### src/rtl/mux_pkg.sv
// Shared defaults and the mode encoding for the channel mux/arbiter.
// Pure declarations: no logic, no latency.
package mux_pkg;
  localparam int NCH_DEF   = 4;
  localparam int WIDTH_DEF = 8;

  typedef enum logic {
    MODE_FIXED = 1'b0,
    MODE_RR    = 1'b1
  } mode_e;
endpackage

### src/rtl/mux_rr_pick.sv
// Round-robin picker: first valid channel searching upward from ptr_i+1, wrapping.
// Purely combinational; one-hot grant plus its index, all zero when nothing is valid.
module mux_rr_pick #(
  parameter int NCH = 4
) (
  input  logic [NCH-1:0]         valid_i,
  input  logic [$clog2(NCH)-1:0] ptr_i,
  output logic [NCH-1:0]         gnt_o,
  output logic [$clog2(NCH)-1:0] idx_o
);
  localparam int IW = $clog2(NCH);

  int            cand;
  logic [IW-1:0] cand_idx;
  logic          found;

  always_comb begin
    gnt_o    = '0;
    idx_o    = '0;
    found    = 1'b0;
    cand     = 0;
    cand_idx = '0;
    // i = NCH revisits ptr_i itself, so the last winner is checked last.
    for (int i = 1; i <= NCH; i++) begin
      cand     = (int'(ptr_i) + i) % NCH;
      cand_idx = IW'(cand);
      if (!found && valid_i[cand_idx]) begin
        found           = 1'b1;
        gnt_o[cand_idx] = 1'b1;
        idx_o           = cand_idx;
      end
    end
  end
endmodule

### src/rtl/mux_rr_arb.sv
// NCH:1 mux, fixed-select or round-robin, into one output register; 1-cycle latency, refills in the pop cycle.
// in_ready is zero while the output is held; MUX_RR_ARB_CNT_EN adds saturating per-channel grant counters.
module mux_rr_arb
  import mux_pkg::*;
#(
  parameter int NCH   = NCH_DEF,
  parameter int WIDTH = WIDTH_DEF
) (
  input  logic                   clk,
  input  logic                   rst_n,
  input  logic                   mode,
  input  logic [$clog2(NCH)-1:0] sel,
  input  logic [NCH-1:0]         in_valid,
  output logic [NCH-1:0]         in_ready,
  input  logic [NCH*WIDTH-1:0]   in_data,
  output logic                   out_valid,
  input  logic                   out_ready,
  output logic [WIDTH-1:0]       out_data,
  output logic [$clog2(NCH)-1:0] out_ch
`ifdef MUX_RR_ARB_CNT_EN
  ,
  input  logic [$clog2(NCH)-1:0] cnt_sel,
  output logic [15:0]            cnt_value
`endif
);
  localparam int IW = $clog2(NCH);

  logic             run_q;
  logic             out_vld_q, out_vld_d;
  logic [WIDTH-1:0] out_dat_q, out_dat_d;
  logic [IW-1:0]    out_ch_q, out_ch_d;
  logic [IW-1:0]    last_q, last_d;

  logic [NCH-1:0]   rr_gnt, fix_gnt, gnt;
  logic [IW-1:0]    rr_idx, gnt_idx;
  logic             is_rr, free, take;

  mux_rr_pick #(.NCH(NCH)) u_pick (
    .valid_i (in_valid),
    .ptr_i   (last_q),
    .gnt_o   (rr_gnt),
    .idx_o   (rr_idx)
  );

  // An out-of-range sel matches no channel and so grants nothing.
  always_comb begin
    fix_gnt = '0;
    for (int k = 0; k < NCH; k++) begin
      fix_gnt[k] = in_valid[k] && (sel == IW'(k));
    end
  end

  assign is_rr   = (mode == MODE_RR);
  assign gnt     = is_rr ? rr_gnt : fix_gnt;
  assign gnt_idx = is_rr ? rr_idx : sel;
  assign free    = ~out_vld_q | out_ready;
  // run_q keeps the first edge after reset release from accepting a beat.
  assign in_ready = (run_q && free) ? gnt : '0;
  assign take     = |in_ready;

  always_comb begin
    out_vld_d = out_vld_q;
    out_dat_d = out_dat_q;
    out_ch_d  = out_ch_q;
    last_d    = last_q;
    if (free) begin
      out_vld_d = take;
      if (take) begin
        out_dat_d = in_data[gnt_idx*WIDTH +: WIDTH];
        out_ch_d  = gnt_idx;
      end
    end
    if (take && is_rr) begin
      last_d = gnt_idx;
    end
  end

  always_ff @(posedge clk or negedge rst_n) begin
    if (!rst_n) begin
      run_q     <= 1'b0;
      out_vld_q <= 1'b0;
      out_dat_q <= '0;
      out_ch_q  <= '0;
      last_q    <= IW'(NCH - 1);
    end else begin
      run_q     <= 1'b1;
      out_vld_q <= out_vld_d;
      out_dat_q <= out_dat_d;
      out_ch_q  <= out_ch_d;
      last_q    <= last_d;
    end
  end

  assign out_valid = out_vld_q;
  assign out_data  = out_dat_q;
  assign out_ch    = out_ch_q;

`ifdef MUX_RR_ARB_CNT_EN
  logic [15:0] cnt_q [NCH];

  always_ff @(posedge clk or negedge rst_n) begin
    if (!rst_n) begin
      for (int k = 0; k < NCH; k++) begin
        cnt_q[k] <= '0;
      end
    end else if (take && (cnt_q[gnt_idx] != 16'hFFFF)) begin
      cnt_q[gnt_idx] <= cnt_q[gnt_idx] + 16'd1;
    end
  end

  assign cnt_value = (int'(cnt_sel) < NCH) ? cnt_q[cnt_sel] : 16'h0000;
`endif
endmodule
### config.mk
export PLATFORM = sky130hd
export DESIGN_NAME = mux_rr_arb
export DESIGN_NICKNAME = d
export VERILOG_FILES = /design/src/rtl/mux_pkg.sv /design/src/rtl/mux_rr_pick.sv /design/src/rtl/mux_rr_arb.sv
export SDC_FILE = /design/constraint.sdc
export NUM_CORES = 1
export LEC_CHECK = 0
export BUFFER_PORTS_ARGS = -buffer_cell sky130_fd_sc_hd__buf_2
export CORE_ASPECT_RATIO = 0.75
export CORE_MARGIN = 4
export CORE_UTILIZATION = 48
export CTS_BUF_LIST = sky130_fd_sc_hd__clkbuf_16
export DETAILED_ROUTE_END_ITERATION = 16
export GPL_TIMING_DRIVEN = 0
export PLACE_DENSITY = 0.78
export SETUP_SLACK_MARGIN = 0.02
export SLEW_MARGIN = 20
export SYNTH_ARGS = -nofsm -noshare
export SYNTH_HDL_FRONTEND = slang
export SYNTH_HIERARCHICAL = 1
export SYNTH_SLANG_ARGS = --single-unit
### constraint.sdc
create_clock -name clk -period 3.4 [get_ports clk]
set_input_delay 0.17 -clock clk [delete_from_list [all_inputs] [get_ports clk]]
set_output_delay 0.17 -clock clk [all_outputs]
set_load 0.01 [all_outputs]
==> results.json, run 1 <==
{
  "placementRows": 16,
  "critPathRequiredTime_ps": 3520,
  "cts_max_level": 1,
  "crit_path_max_fanout": 10,
  "grt_max_degree": 15,
  "count_of_clock_tree_sinks": 14,
  "fin_total_pwr_mw": 1.77,
  "worst_ep_arrival_time_ps": 3320,
  "ant_nets": 0,
  "grtUsageTotal_pct": 23.1,
  "first_pass_grt_wire_length_um": 6240,
  "floorplan.die.width_um": 69.0,
  "drv_slew": 0,
  "synthesis.area_mm2": 0.00134,
  "grt_setup_unrepaired": "false",
  "cts_tree": "done",
  "post_drt_via_cell_ratio": 6.25,
  "synth_edf_count": 0,
  "die_height_um": 53.7,
  "max-vdd-ir-drop_v": 0.000407,
  "synthesis.nets": 167,
  "remaining_drc_errors": 0,
  "syn2layout_area_growth_pct": 38.3,
  "cp-start-kind": "register",
  "area_of_the_placeable_core_mm2": 0.00264,
  "clock_skew_ps": 3.19,
  "cts_root_buf": "sky130_fd_sc_hd__clkbuf_16",
  "setup_violations": 0,
  "async_s_r_ff_share_synth_pct": 100,
  "max_cap_violations": 0,
  "n_antenna_cell": 0,
  "total_overflow_reported_by_the_global_router": 0,
  "synth.ff_latch_count": 14,
  "io_buffer_count": 55,
  "hold_viol": 0,
  "hold-worst-slack_ps": 212,
  "power.density_cell_area_mw_per_mm2": 957,
  "grt_antenna_before_repair": 0,
  "worst_slew_margin_rel_pct": 47.7,
  "gpl.final_weighted_congestion": 0.762,
  "run_status": "finished clean",
  "vias_after_detailed_routing": 1363,
  "timing.hold.worst.class": "in2reg",
  "worst_skew_pair.late_latency_ps": 240,
  "multiInputGateArea_um2": 981,
  "post_synthesis_cell_count": 117,
  "ys_warn_count": 6,
  "detailedRoute.firstIterationViolations": 159,
  "register_area_um2": 353,
  "dp.final_hpwl_um": 2830,
  "finalSetupTns_ps": 0,
  "io_pins": 57,
  "first_pass_iters": 4,
  "timing_worst_slew_pin_value_ps": 776,
  "ys_types": 39,
  "num-fill-cells": 203,
  "max-clock-path-buffers": 2,
  "ratio_of_cells_with_drive_above_1_in_the_final_layout_pct": 55.5,
  "detail_route.wl_per_cell_um": 19.4,
  "synthFlopType": "sky130_fd_sc_hd__dfrtp_1",
  "effective_utilization_at_floorplan_pct": 50.6,
  "p_leak_nw": 0.850,
  "syn_area_per_cell_um2": 11.4,
  "most-common-layout-cells": "sky130_fd_sc_hd__buf_2 (55), sky130_fd_sc_hd__nand2_1 (12), sky130_fd_sc_hd__dfrtp_1 (12)",
  "final.period_utilization_pct": 94.1,
  "final_nets": 233,
  "setup.worst_path.class": "reg2reg",
  "yosysSeqAreaShare_pct": 26.4,
  "grt_pass1_vias": 1313,
  "postRouteWirelength_um": 4230,
  "critPathCaptureType": "register",
  "period_minus_slack_ps": 3200,
  "cts_buffers": 3,
  "layout_commonest_cell": "sky130_fd_sc_hd__buf_2",
  "design.die.area_mm2": 0.00370,
  "maxClockFrequency_mhz": 312,
  "cts.reportedPaths.clkPinSlew_ps": 50
}
==> through the flow <==
step / cell area [um^2] / setup slack (ps) / cells / utilization (%)
global placement: 1660 / 41.1 / 208 / 62.7
finish: 1850 / 199 / 218 / 70.0
global route: 1850 / 92.1 / 218 / 70.0
CTS: 1810 / 166 / 216 / 68.6
floorplan: 1340 / 286 / 117 / -
detailed placement: 1660 / -98.8 / 208 / 62.7
==> worst paths after layout <==
kind	start	to	slack [ps]	depth (start not counted)
min in group asynchronous	rst_n	run_q	350	2
worst max register to register	last_q[0]	out_data[0]	200	10
worst max-delay path	last_q[0]	out_data[0]	200	10
worst min register to register	out_data[1]	out_data[1]	500	1
worst min-delay path	out_ready	out_valid	210	3
max in group asynchronous	rst_n	last_q[1]	2760	2
==> synthesized netlist by cell type (3+ instances only) <==
cell	count	share of area, %
sky130_fd_sc_hd__dfrtp_1	12	22
sky130_fd_sc_hd__nand2_1	12	3.4
sky130_fd_sc_hd__mux4_2	10	17
sky130_fd_sc_hd__ha_1	8	7.5
sky130_fd_sc_hd__nor2_1	8	2.2
sky130_fd_sc_hd__o21ai_1	6	2.2
sky130_fd_sc_hd__inv_1	5	1.4
sky130_fd_sc_hd__mux2_4	5	5.6
sky130_fd_sc_hd__a21oi_1	4	1.5
sky130_fd_sc_hd__a221o_1	4	3.0
sky130_fd_sc_hd__a32oi_1	4	2.6
sky130_fd_sc_hd__mux2_2	4	3.4
sky130_fd_sc_hd__buf_6	3	2.5
==> per-layer routing <==
layer	vias up	GRT usage [%]	share of wire (%)
li1	583	-	-
met1	660	28.5	36
met2	97	40.5	51
met3	23	3.76	8.3
met4	0	9.06	4.3
met5	-	0	0
==> flip-flops by register name, indices dropped and copies added (netlist names) <==
register	count
run_q	1
last_q	2
out_data	8
out_ch	2
out_valid	1
==> worst max-delay path, cell delays in order, from the launching register on <==
cell,delay [ps]
sky130_fd_sc_hd__dfstp_2,540
sky130_fd_sc_hd__buf_4,170
sky130_fd_sc_hd__inv_1,130
sky130_fd_sc_hd__ha_4,340
sky130_fd_sc_hd__mux4_2,380
sky130_fd_sc_hd__o21ai_1,200
sky130_fd_sc_hd__a2bb2oi_2,330
sky130_fd_sc_hd__mux2i_4,130
sky130_fd_sc_hd__buf_12,160
sky130_fd_sc_hd__mux4_2,420
sky130_fd_sc_hd__mux2_2,280
==> cell type report <==
| class | instances | area share [%] |
|---|---|---|
| Multi-Input combinational cell | 94 | 53.0 |
| Sequential cell | 14 | 19.1 |
| Timing Repair Buffer | 59 | 17.3 |
| Clock buffer | 3 | 4.06 |
| Buffer | 5 | 2.64 |
| Tap cell | 36 | 2.44 |
| Inverter | 6 | 1.22 |
| Clock inverter | 1 | 0.203 |
==> cells by family after synthesis <==
kind of cell,Yosys count,synth area share (%)
flip-flops,14,26.4
AO/OA/AOI/OAI,31,19.7
multiplexers,22,29.2
buffers and inverters,11,5.33
other,1,0.280
adder cells (fa/ha/maj),8,7.48
AND/OR/NAND/NOR,30,11.6
==> where the power goes <==
part	total [mW]	internal [mW]	switching [mW]	leakage (nW)
logic	1.23	0.594	0.639	0.650
registers	0.318	0.260	0.0578	0.161
clock network	0.218	0.155	0.0626	0.0385
total	1.77	1.01	0.760	0.850
==> timing repair <==
action / in CTS / in global routing
pin swaps: 0 / 1
hold buffers: 1 / 0
endpoints found under the hold margin: 12 / 0
resized for setup: 3 / 1
setup endpoints to repair: 9 / 7
gates cloned: 2 / 0
buffers inserted: 1 / 2
(Power assumes the default switching activity.)
==> run 2: changes to the inputs <==
--- a/config.mk
+++ b/config.mk
@@ -6,9 +6,11 @@
 export NUM_CORES = 1
 export LEC_CHECK = 0
 export BUFFER_PORTS_ARGS = -buffer_cell sky130_fd_sc_hd__buf_2
+export CELL_PAD_IN_SITES_DETAIL_PLACEMENT = 1
+export CELL_PAD_IN_SITES_GLOBAL_PLACEMENT = 2
 export CORE_ASPECT_RATIO = 0.75
 export CORE_MARGIN = 4
-export CORE_UTILIZATION = 48
+export CORE_UTILIZATION = 29
 export CTS_BUF_LIST = sky130_fd_sc_hd__clkbuf_16
 export DETAILED_ROUTE_END_ITERATION = 16
 export GPL_TIMING_DRIVEN = 0
==> run 2 against run 1 <==
Compared with the run above:
- global-route usage is 8.6 points lower
- die area grew 56%
- sequential cell count unchanged
- clock skew grew 3.7 ps
- via count down 10%
- hold slack worse by 14 ps
- largest cell class unchanged
- largest power group unchanged
==> results.json, run 2 (synthesized netlist as in run 1, its figures left out) <==
{
  "run_status": "finished clean",
  "gpl.final_weighted_congestion": 0.761,
  "clock_skew_ps": 6.87,
  "final.period_utilization_pct": 95.0,
  "timing.hold.worst.class": "in2reg",
  "post_drt_via_cell_ratio": 5.15,
  "worst_slew_margin_rel_pct": 54.5,
  "grtUsageTotal_pct": 14.5,
  "count_of_clock_tree_sinks": 14,
  "final_nets": 232,
  "p_leak_nw": 0.843,
  "max-vdd-ir-drop_v": 0.000257,
  "pwr-share-seq_pct": 19.1,
  "io_buffer_count": 55,
  "ff2ff_setup_slack_ps": 170,
  "total_overflow_reported_by_the_global_router": 0,
  "crit_path_max_fanout": 9,
  "postRouteWirelength_um": 4090,
  "setup_violations": 0,
  "ant_nets": 0,
  "cts_tree": "done",
  "ratio_of_cells_with_drive_above_1_in_the_final_layout_pct": 55.2,
  "placementRows": 21,
  "grt_setup_unrepaired": "true",
  "first_pass_grt_wire_length_um": 6630,
  "grt_pass1_vias": 1288,
  "clkPwrFrac_pct": 13.4,
  "setup.worst_path.class": "reg2reg",
  "vias_after_detailed_routing": 1225,
  "max-clock-path-buffers": 2,
  "fin_total_pwr_mw": 1.68,
  "timing_worst_slew_pin_value_ps": 676,
  "syn2layout_area_growth_pct": 38.0,
  "floorplan.die.width_um": 86.4,
  "largest_register_ff_count": 8,
  "die_height_um": 66.8,
  "grt_max_degree": 15,
  "layout_commonest_cell": "sky130_fd_sc_hd__buf_2",
  "hold_viol": 0,
  "cts.reportedPaths.clkPinSlew_ps": 50,
  "first_pass_iters": 4,
  "dp.final_hpwl_um": 3130,
  "detailedRoute.firstIterationViolations": 52,
  "drv_slew": 0,
  "dpl.cell_count": 229,
  "detail_route.wl_per_cell_um": 17.2,
  "design.die.area_mm2": 0.00577,
  "worst_skew_pair.late_latency_ps": 250,
  "critPathCaptureType": "register",
  "cts_root_buf": "sky130_fd_sc_hd__clkbuf_16",
  "switching_power_uw": 714,
  "comb_power_share_pct": 67.5,
  "most-common-layout-cells": "sky130_fd_sc_hd__buf_2 (55), sky130_fd_sc_hd__nand2_1 (12), sky130_fd_sc_hd__dfrtp_1 (12)",
  "max_cap_violations": 0,
  "final-instance-count-excl-fill": 238,
  "effective_utilization_at_floorplan_pct": 29.9,
  "worst_ep_arrival_time_ps": 3360,
  "remaining_drc_errors": 0,
  "cp-start-kind": "register",
  "power.density_cell_area_mw_per_mm2": 912,
  "area_of_the_placeable_core_mm2": 0.00447,
  "cts_buffers": 3,
  "grt_antenna_before_repair": 0,
  "period_minus_slack_ps": 3230,
  "maxClockFrequency_mhz": 309,
  "num-fill-cells": 521,
  "finalSetupTns_ps": 0,
  "sw_frac_of_total_pct": 42.4,
  "p_int_uw": 969,
  "n_antenna_cell": 0,
  "critPathRequiredTime_ps": 3530,
  "io_pins": 57,
  "cts_max_level": 1
}
## run 2: cell types whose count changed in the layout (fill, tap and decap cells not counted)
| cell | before | now |
|---|---|---|
| sky130_fd_sc_hd__ha_2 | 0 | 1 |
| sky130_fd_sc_hd__buf_12 | 1 | 0 |
| sky130_fd_sc_hd__inv_1 | 5 | 6 |
| sky130_fd_sc_hd__clkinv_1 | 2 | 1 |
| sky130_fd_sc_hd__ha_4 | 1 | 0 |
## run 2: stage by stage
stage / utilization [%] / setup slack [ps] / instance area [um^2] / hold slack, ps
after detailed placement: 37.7 / -102 / 1680 / 90.7
after CTS: 41.0 / 128 / 1830 / 201
after global placement: 37.7 / -47.2 / 1680 / 74.1
after global routing: 41.3 / 16.5 / 1850 / 212
after floorplan: - / 286 / 1340 / -126
final: 41.3 / 168 / 1850 / 198
## run 2: cell type report
type / count / area, um^2 / share of cell area, %
repair buffers: 58 / 300 / 16.3
flip-flops and latches: 14 / 353 / 19.1
inverters: 6 / 22.5 / 1.22
well taps: 57 / 71.3 / 3.86
multi-input cells: 94 / 971 / 52.6
clock buffers: 3 / 75.1 / 4.07
plain buffers: 5 / 48.8 / 2.64
clock inverters: 1 / 3.75 / 0.203
## run 2: path summary, 6_finish.rpt
path,depth (start not counted),to,from
setup / recovery,8,out_data[6],last_q[1]
max in group asynchronous,2,last_q[0],rst_n
min in group asynchronous,2,out_ch[0],rst_n
setup reg to reg,8,out_data[6],last_q[1]
hold reg to reg,2,out_valid,out_valid
hold / removal,3,out_valid,out_ready
## run 2: worst max-delay path: stages, from the launching register on
cell	delay, ps
sky130_fd_sc_hd__dfstp_2	640
sky130_fd_sc_hd__inv_1	160
sky130_fd_sc_hd__ha_2	440
sky130_fd_sc_hd__mux4_1	410
sky130_fd_sc_hd__o21ai_1	210
sky130_fd_sc_hd__a2bb2oi_2	300
sky130_fd_sc_hd__mux2i_4	200
sky130_fd_sc_hd__mux4_2	470
sky130_fd_sc_hd__mux2_4	280
## run 2: timing repair
action | in CTS | in global routing
gates resized for setup | 2 | 1
hold endpoints to repair | 12 | 0
endpoints found under the setup margin | 8 | 5
gates cloned | 2 | 0
buffers inserted | 1 | 1
hold buffers | 1 | 0
pin swaps | 0 | 1
## run 2: layer usage
layer,global-route usage (%),wire (um)
met1,20.2,1870
met2,23.6,1990
met3,3.21,199
met4,2.33,34
met5,0,0
## run 2: power groups by stage
stage	clock, mW	combinational [mW]	sequential [mW]
finish	0.225	1.14	0.321
global route	0.238	1.25	0.328
CTS	0.228	1.12	0.320
detailed placement	0	1.04	0.336
global placement	0	1.00	0.331
floorplan	0	0.745	0.353
==> run 3: changes to the inputs <==
--- a/config.mk
+++ b/config.mk
@@ -13,7 +13,7 @@
 export CORE_UTILIZATION = 29
 export CTS_BUF_LIST = sky130_fd_sc_hd__clkbuf_16
 export DETAILED_ROUTE_END_ITERATION = 16
-export GPL_TIMING_DRIVEN = 0
+export GPL_TIMING_DRIVEN = 1
 export PLACE_DENSITY = 0.78
 export SETUP_SLACK_MARGIN = 0.02
 export SLEW_MARGIN = 20
==> run 3 against run 2 <==
Compared with the run above:
- setup slack gained 77 ps
- clock-buffer cell count is the same
- clock power is essentially flat
- critical path depth grew 1
- final cell count shrank 1.3%
- critical endpoint is now out_data[1]
- hold slack lost 0.81 ps
- final area shrank 2.4%
- sequential power shrank 1%
- die area is the same
- power shrank 0.76%
- sequential share of layout area grew 0.48 points
==> results.json, run 3 (synthesized netlist as in run 1, its figures left out) <==
{
  "vias_after_detailed_routing": 1201,
  "dp.final_hpwl_um": 3250,
  "final_nets": 229,
  "timing.hold.worst.class": "in2reg",
  "cts_tree": "done",
  "hold_path_depth": 3,
  "setup.worst_path.class": "reg2reg",
  "remaining_drc_errors": 0,
  "busiest_layer": "met2",
  "cts_root_buf": "sky130_fd_sc_hd__clkbuf_16",
  "design.die.area_mm2": 0.00577,
  "largest_register_ff_count": 8,
  "power.density_cell_area_mw_per_mm2": 927,
  "n_antenna_cell": 0,
  "total_overflow_reported_by_the_global_router": 0,
  "holdCritStartpoint": "out_ready",
  "max-clock-path-buffers": 2,
  "clock_skew_ps": 3.72,
  "post_drt_via_cell_ratio": 5.11,
  "io_buffer_count": 56,
  "gpl.final_weighted_congestion": 0.808,
  "floorplan.die.width_um": 86.4,
  "drv_slew": 0,
  "regToRegStartpoint": "last_q[1]",
  "gr-usage-met3_pct": 2.97,
  "max_cap_violations": 0,
  "io_pins": 57,
  "syn2layout_area_growth_pct": 34.6,
  "worstHoldEndpoint": "out_valid",
  "layout_commonest_cell": "sky130_fd_sc_hd__buf_2",
  "finalSetupTns_ps": 0,
  "most-common-layout-cells": "sky130_fd_sc_hd__buf_2 (56), sky130_fd_sc_hd__nand2_1 (12), sky130_fd_sc_hd__dfrtp_1 (12)",
  "worst_ep_arrival_time_ps": 3280,
  "grt_max_degree": 15,
  "worst_slew_margin_rel_pct": 56.9,
  "cts_max_level": 1,
  "gr-usage-met2_pct": 23.9,
  "critPathCaptureType": "register",
  "reg2reg_to": "out_data[1]",
  "grtUsageTotal_pct": 14.1,
  "final.period_utilization_pct": 92.8,
  "effective_utilization_at_floorplan_pct": 29.9,
  "p_leak_nw": 0.822,
  "ff2ff_setup_slack_ps": 250,
  "critPathRequiredTime_ps": 3530,
  "placementRows": 21,
  "run_status": "finished clean",
  "period_minus_slack_ps": 3150,
  "first_pass_iters": 3,
  "ratio_of_cells_with_drive_above_1_in_the_final_layout_pct": 53.9,
  "max-vdd-ir-drop_v": 0.000277,
  "maxClockFrequency_mhz": 317,
  "grt_antenna_before_repair": 0,
  "hold_viol": 0,
  "detailedRoute.firstIterationViolations": 44,
  "cts.reportedPaths.clkPinSlew_ps": 50,
  "cp-start-kind": "register",
  "area_of_the_placeable_core_mm2": 0.00447,
  "grt_setup_unrepaired": "false",
  "detail_route.wl_per_cell_um": 17.4,
  "ant_nets": 0,
  "setup_violations": 0,
  "grt_use_met1_pct": 19.0,
  "postRouteWirelength_um": 4080,
  "grt_pass1_vias": 1214,
  "die_height_um": 66.8,
  "crit_path_max_fanout": 9,
  "count_of_clock_tree_sinks": 14,
  "rr_worst_depth": 9,
  "worst_skew_pair.late_latency_ps": 240,
  "finish.instance_area_mm2": 0.00180,
  "first_pass_grt_wire_length_um": 6330,
  "placedInstanceArea_mm2": 0.00166,
  "timing_worst_slew_pin_value_ps": 640,
  "cts_buffers": 3
}
## run 3: worst max-delay path by stage
stage / endpoint / start
floorplan: out_data[2] / last_q[0]
global placement: out_data[7] / last_q[1]
detailed placement: out_data[1] / last_q[1]
CTS: out_data[1] / last_q[1]
global route: out_data[6] / last_q[1]
finish: out_data[1] / last_q[1]
## run 3: power by group
group          internal, mW  switching (mW)
Sequential            0.260          0.0567
Combinational         0.554           0.574
Clock                 0.156          0.0692
## run 3: through the flow
stage	hold slack (ps)	setup slack [ps]	total power [mW]	utilization [%]	instances
floorplan	-126	286	1.10	-	117
detailed placement	86.3	97.3	1.38	37.2	228
global placement	79.6	256	1.34	37.2	228
global route	221	45.9	1.81	40.3	235
CTS	201	93.7	1.62	39.2	233
finish	197	245	1.67	40.3	235
## run 3: routing by layer
metal	share of wire (%)	wire length, um
met1	44	1810
met2	51	2100
met4	0.27	11
met3	4.1	167
met5	0	0
## run 3: layout make-up
class	instances	area [um^2]
clock buffer	3	75.1
clock inverter	1	3.75
fill	527	2670
inverter	6	22.5
multi-input combinational	93	942
sequential	14	353
tap	57	71.3
timing repair buffer	61	333
## run 3: timing repair
item | 4_1_cts | 5_1_grt
setup endpoints to repair | 0 | 8
hold buffers | 1 | 0
gates resized for setup | 0 | 1
hold endpoints to repair | 12 | 0
buffers inserted | 0 | 1
## run 3: worst max-delay path, stage by stage (launching register included)
cell	delay, ps
sky130_fd_sc_hd__dfstp_2	620
sky130_fd_sc_hd__inv_1	150
sky130_fd_sc_hd__ha_2	430
sky130_fd_sc_hd__mux4_2	370
sky130_fd_sc_hd__o21ai_1	170
sky130_fd_sc_hd__a2bb2oi_1	290
sky130_fd_sc_hd__mux2i_4	130
sky130_fd_sc_hd__buf_12	160
sky130_fd_sc_hd__mux4_2	420
sky130_fd_sc_hd__mux2_2	280
